[src/rtl/header_pkg.sv]
`default_nettype none
// ============================================================================
// Module      : header_pkg
// Description : Shared header-entry layout, frame limits and the extractor
//               state encoding. The switch-side header decode uses it too.
// Revision    : 1.0 - initial release
// ============================================================================
package header_pkg;

    localparam int LEN_W     = 11;
    localparam int MIN_LEN   = 14;
    localparam int HDR_BYTES = 12;
    localparam int HDR_W     = 128;
    localparam int MAC_W     = 48;

    localparam int HDR_PORT_MSB  = 115;
    localparam int HDR_PORT_LSB  = 112;
    localparam int HDR_LEN_MSB   = 111;
    localparam int HDR_LEN_LSB   = 101;
    localparam int HDR_BCAST_BIT = 100;
    localparam int HDR_MCAST_BIT = 99;
    localparam int HDR_DA_MSB    = 95;
    localparam int HDR_DA_LSB    = 48;
    localparam int HDR_SA_MSB    = 47;
    localparam int HDR_SA_LSB    = 0;

    typedef enum logic [2:0] {
        ST_IDLE   = 3'd0,
        ST_HDR    = 3'd1,
        ST_BODY   = 3'd2,
        ST_COMMIT = 3'd3,
        ST_DROP   = 3'd4
    } state_t;

    // mac carries DA in its upper 48 bits and SA in its lower 48 bits.
    function automatic logic [HDR_W-1:0] pack_header(
        input logic [3:0]       port,
        input logic [LEN_W-1:0] len,
        input logic             bcast,
        input logic             mcast,
        input logic [95:0]      mac
    );
        logic [HDR_W-1:0] h;
        h = '0;
        h[HDR_PORT_MSB:HDR_PORT_LSB] = port;
        h[HDR_LEN_MSB:HDR_LEN_LSB]   = len;
        h[HDR_BCAST_BIT]             = bcast;
        h[HDR_MCAST_BIT]             = mcast;
        h[HDR_DA_MSB:HDR_DA_LSB]     = mac[95:48];
        h[HDR_SA_MSB:HDR_SA_LSB]     = mac[47:0];
        return h;
    endfunction

endpackage
`default_nettype wire

[src/rtl/mac_flag_decode.sv]
`default_nettype none
// ============================================================================
// Module      : mac_flag_decode
// Description : Broadcast / multicast classification of a destination MAC.
// Revision    : 1.0 - initial release
// ============================================================================
module mac_flag_decode
    import header_pkg::*;
(
    input  logic [MAC_W-1:0] da_i,
    output logic             bcast_o,
    output logic             mcast_o
);

    // Bit 40 is the I/G bit of the first wire byte.
    assign bcast_o = &da_i;
    assign mcast_o = da_i[40] & ~bcast_o;

endmodule
`default_nettype wire

[src/rtl/header_extractor.sv]
`default_nettype none
// ============================================================================
// Module      : header_extractor
// Description : Captures DA/SA and length of each received frame and writes a
//               128-bit header entry; bad, oversized or unwritable frames are
//               counted as drops.
// Revision    : 1.0 - initial release
// ============================================================================
module header_extractor
    import header_pkg::*;
#(
    parameter logic [3:0] PORT_ID = 4'd0,
    parameter int         MAX_LEN = 1522
) (
    input  logic         clk,
    input  logic         arst_n,
    input  logic [7:0]   rx_data,
    input  logic         rx_valid,
    input  logic         rx_sof,
    input  logic         rx_eof,
    input  logic         rx_err,
    output logic [127:0] h_fifo_din,
    output logic         h_fifo_wren,
    input  logic         h_fifo_full,
    output logic [15:0]  drop_cnt
);

    state_t             state_q;
    logic [LEN_W-1:0]   len_q;
    logic [95:0]        mac_q;
    logic [HDR_W-1:0]   din_q;
    logic [15:0]        drop_q;

    logic [LEN_W-1:0]   w_len_inc;
    logic [31:0]        w_len_ext;
    logic               w_frame_ok;
    logic               w_in_frame;
    logic               w_drop;
    logic               w_bcast;
    logic               w_mcast;

    assign w_len_inc  = (len_q == '1) ? len_q : len_q + LEN_W'(1);
    assign w_len_ext  = 32'(w_len_inc);
    assign w_frame_ok = !rx_err && (w_len_ext >= 32'(MIN_LEN)) && (w_len_ext <= 32'(MAX_LEN));
    assign w_in_frame = (state_q == ST_HDR) || (state_q == ST_BODY) || (state_q == ST_DROP);

    // A new SOF aborts any open frame; an EOF drops unless it completes a good frame in BODY.
    assign w_drop = ((state_q == ST_COMMIT) && h_fifo_full)
                  || (rx_valid && w_in_frame
                      && (rx_sof || (rx_eof && !((state_q == ST_BODY) && w_frame_ok))));

    mac_flag_decode u_flags (
        .da_i    (mac_q[95:48]),
        .bcast_o (w_bcast),
        .mcast_o (w_mcast)
    );

    always_ff @(posedge clk) begin
        if (!arst_n) begin
            state_q <= ST_IDLE;
            len_q   <= '0;
            mac_q   <= '0;
            din_q   <= '0;
        end else begin
            case (state_q)
                ST_IDLE: begin
                    if (rx_valid && rx_sof) begin
                        state_q <= ST_HDR;
                        len_q   <= LEN_W'(1);
                        mac_q   <= {88'd0, rx_data};
                    end
                end
                ST_COMMIT: begin
                    if (rx_valid && rx_sof) begin
                        state_q <= ST_HDR;
                        len_q   <= LEN_W'(1);
                        mac_q   <= {88'd0, rx_data};
                    end else begin
                        state_q <= ST_IDLE;
                        len_q   <= '0;
                    end
                end
                ST_HDR, ST_BODY, ST_DROP: begin
                    if (rx_valid) begin
                        if (rx_sof) begin
                            state_q <= ST_HDR;
                            len_q   <= LEN_W'(1);
                            mac_q   <= {88'd0, rx_data};
                        end else begin
                            len_q <= w_len_inc;
                            case (state_q)
                                ST_HDR: begin
                                    mac_q <= {mac_q[87:0], rx_data};
                                    if (rx_eof)
                                        state_q <= ST_IDLE;
                                    else if (len_q == LEN_W'(HDR_BYTES - 1))
                                        state_q <= ST_BODY;
                                end
                                ST_BODY: begin
                                    if (rx_eof) begin
                                        if (w_frame_ok) begin
                                            state_q <= ST_COMMIT;
                                            din_q   <= pack_header(PORT_ID, w_len_inc,
                                                                   w_bcast, w_mcast, mac_q);
                                        end else begin
                                            state_q <= ST_IDLE;
                                        end
                                    end else if (w_len_ext > 32'(MAX_LEN)) begin
                                        state_q <= ST_DROP;
                                    end
                                end
                                default: begin
                                    if (rx_eof)
                                        state_q <= ST_IDLE;
                                end
                            endcase
                        end
                    end
                end
                default: begin
                    state_q <= ST_IDLE;
                    len_q   <= '0;
                end
            endcase
        end
    end

    always_ff @(posedge clk) begin
        if (!arst_n)
            drop_q <= '0;
        else if (w_drop && (drop_q != 16'hFFFF))
            drop_q <= drop_q + 16'd1;
    end

    // COMMIT always exits after one cycle, so the strobe cannot repeat.
    assign h_fifo_wren = (state_q == ST_COMMIT) && !h_fifo_full;
    assign h_fifo_din  = din_q;
    assign drop_cnt    = drop_q;

endmodule
`default_nettype wire

[config.mk]
export PLATFORM = sky130hd
export DESIGN_NAME = header_extractor
export DESIGN_NICKNAME = d
export VERILOG_FILES = /design/src/rtl/header_pkg.sv /design/src/rtl/mac_flag_decode.sv /design/src/rtl/header_extractor.sv
export SDC_FILE = /design/constraint.sdc
export NUM_CORES = 1
export LEC_CHECK = 0
export ABC_AREA = 1
export CORE_UTILIZATION = 29
export CTS_BUF_LIST = sky130_fd_sc_hd__clkbuf_8
export CTS_CLUSTER_DIAMETER = 120
export DETAILED_ROUTE_END_ITERATION = 8
export PLACE_DENSITY = 0.52
export SLEW_MARGIN = 10
export SYNTH_ARGS = -nofsm -noshare
export SYNTH_HDL_FRONTEND = slang
export SYNTH_SLANG_ARGS = --single-unit
[constraint.sdc]
create_clock -name clk -period 2.7 [get_ports clk]
set_clock_uncertainty 0.15 [all_clocks]
set_input_delay 0.54 -clock clk [delete_from_list [all_inputs] [get_ports clk]]
set_output_delay 0.54 -clock clk [all_outputs]
set_load 0.005 [all_outputs]
==> metrics.md <==
| Metric | Value |
|---|---|
| Core box area | 31900 sq um |
| Flops & latches, synth | 235 |
| Aggregate global routing overflow | 0 |
| Sequential share of the synthesized area | 49.6% |
| Final Hold Violating Endpoints | 0 |
| Final net count | 1356 |
| Chip Height | 183 um |
| Synthesized instance count | 1166 |
| Number of I/O port buffers | 140 |
| Minimum clock period | 2700 ps |
| Sort of element at the start of the critical path | register |
| Number of antenna violations at the first check in global routing | 0 |
| CTS tree | yes |
| Slew @ Worst Pin | 540 ps |
| Worst endpoint data arrival time | 2970 ps |
| Synthesis Warnings | 0 |
| Area growth from synthesis to layout | 38.8% |
| Average size of a mapped cell | 8.14 sq um |
| Diode insertion count for antenna repair | 0 |
| Total Power | 11.7 mW |
| Grt met2 use | 23.5% |
| Total Die Area | 33500 sq um |
| Insertion delay to the later sink of the worst-skew pair | 530 ps |
| CP Data Required Time | 2970 ps |
| Setup_tns | 0 ps |
| Number of detailed-route iterations in the first pass | 5 |
| Final critical-path share of the clock period | 99.9% |
| Highest Clock Rate | 371 MHz |
| VDD IR max | 0.000433 V |
| Peak fanout along the critical path | 7 |
| Overall via count from detail_route | 8502 |
| Library cell with the highest instance count after synthesis | dfxtp_1 |
| DRC violations left | 0 |
| Number of distinct library cell variants in the gate-level netlist after synthesis | 36 |
| Total track usage | 15.4% |
| Clk Tree Root Cell | clkbuf_8 |
| Reported max-cap violation count | 0 |
| Fraction of layout instances using a drive strength above 1 | 15.2% |
| Vias in the first global route | 7872 |
| Placement row count | 65 |
| Post-CTS clock slew at the launch and capture registers of the worst setup and hold paths | 60 ps |
| Commonest cells in the netlist | 235 x dfxtp_1, 225 x a21oi_1, 127 x inv_1, 103 x nand2_1, 87 x a211oi_1 |
| Setup repair after global routing missed its margin | yes |
| Global-route track usage on met3 | 3.55% |
| Initial detailed-routing violation count | 468 |
| Maximum number of pins on one net before global-route repair | 113 |
| Top Usage Layer GRT | met2 |
| Top FF cell, synth | dfxtp_1 |
| Hpwl dp | 17.3 mm |
| Post-synth top area share | 49.6% |
| Type of the worst min-delay path | register to register |
| Async S/R FF share, synth | 0% |
| Cell type contributing the most total cell area after synthesis | dfxtp_1 |
| Critical path start-end classification | register to register |
| H-tree depth | 2 |
| Run status | complete, no violations |
| Global Route met1 Usage | 21.6% |
| Power per cell area | 891 nW/um^2 |
| Top post-synthesis cells by area | dfxtp_1 50%, a21oi_1 12%, a211oi_1 6.9%, inv_1 5.0%, nand2_1 4.1% |
| Antenna-violating nets left | 0 |
| Static leakage power | 4.86 nW |
| Largest buffer count on any clock path | 3 |
| RD Place Congestion | 0.867 |
| Starting utilization of the core area | 29.8% |
| Endpoint kind of the worst setup timing path | register |
| Fin. max-slew vios | 0 |
| Number of primary I/O pins | 160 |
| Final setup violation count | 0 |
| Routed WL per cell | 15.4 um |
| Relative max-transition margin | 63.7% |
| Die W | 183 um |
| First-pass GRT wire length | 42.1 mm |
| Number of synthesized flops with an enable pin | 0 |
| Detailed-route vias per instance | 4.71 |
| Cell area after synthesis | 9490 sq um |
| CTS buffer count | 43 |
| Drt total wl | 27.8 mm |
| CTS sink cnt | 235 |
## layout by cell type, fill, tap and decap left out, drive strengths merged, types with 2 or more instances in the layout
cell type / count
conb: 19
nand2: 107
clkdlybuf4s50: 139
nor3: 6
ha: 2
clkbuf: 68
nand3: 42
a211oi: 87
buf: 62
xnor2: 4
o21ai: 114
clkinv: 5
nand4: 20
a22oi: 8
nand3b: 2
dfxtp: 235
nor2: 53
xor2: 12
inv: 143
nor4: 9
a21oi: 225
## flip-flops by register name (all words and copies together) (netlist names)
name	flops
state_q	3
len_q	11
h_fifo_din	109
drop_cnt	16
mac_q	96
## final cells by class
cell class | count | area, sq um
Inverter | 131 | 494
Clock inverter | 18 | 106
Sequential cell | 235 | 4710
Timing Repair Buffer | 212 | 2490
Fill cell | 3263 | 18700
Clock buffer | 57 | 785
Multi-Input combinational cell | 716 | 4040
Tap cell | 435 | 544
## cells by family after synthesis
family	synth area share, %
other	0.0395
xor gates and xnor gates	1.48
adders and majority gates	0.264
AOI/OAI and AO/OA	25.7
DFF	49.6
and+or+nand+nor	11.8
buffers and inverters	11.2
## worst paths after layout
check	start	to	slack [ps]	depth (start not counted)
min reg2reg	h_fifo_din[106]	h_fifo_din[106]	310	2
max reg2reg	len_q[1]	h_fifo_din[20]	4	18
min	h_fifo_din[106]	h_fifo_din[106]	310	2
max	len_q[1]	h_fifo_din[20]	4	18
## per-layer routing
layer | up-vias | routed length [um]
met3 | 38 | 1420
met1 | 3937 | 13900
met4 | 0 | 438
met2 | 196 | 12100
li1 | 4331 | -
met5 | - | 0
## critical path: stages, from the launching register on
cell and delay, ps:
dfxtp_2 350, ha_4 160, nand2_4 60, nor2_4 230, nand3_4 190, nand2_2 120, nand2_2 60, nand2_1 60
nand3_1 60, nand2_1 60, nand2_1 60, nand2_2 100, nand3_4 90, nor2_4 220, buf_12 160, buf_12 150
buf_8 120, clkbuf_16 150, a21oi_2 60
## where the power goes
group / internal, mW / total [mW] / switching, mW
Combinational: 1.30 / 3.60 / 2.29
Clock: 1.98 / 3.47 / 1.49
Sequential: 4.20 / 4.68 / 0.480
Total: 7.48 / 11.7 / 4.26
## metrics by stage
stage          hold WS (ps)  utilization, %  area (sq um)  std cells  setup WS [ps]
2_1_floorplan           294               -          9560       1184            323
3_3_place_gp            300            36.0         11500       1699           70.7
3_5_place_dp            309            36.0         11500       1699           23.9
4_1_cts                 316            38.8         12400       1774           18.4
5_1_grt                 334            41.3         13200       1804           -106
6_report                313            41.3         13200       1804           3.97
## what timing repair did
| action | CTS | global route |
|---|---|---|
| buffers inserted | 0 | 16 |
| hold buffers | 0 | 0 |
| setup endpoints to repair | 0 | 110 |
| resized for setup | 0 | 102 |
Note: power is estimated with default switching activity, not from simulation.
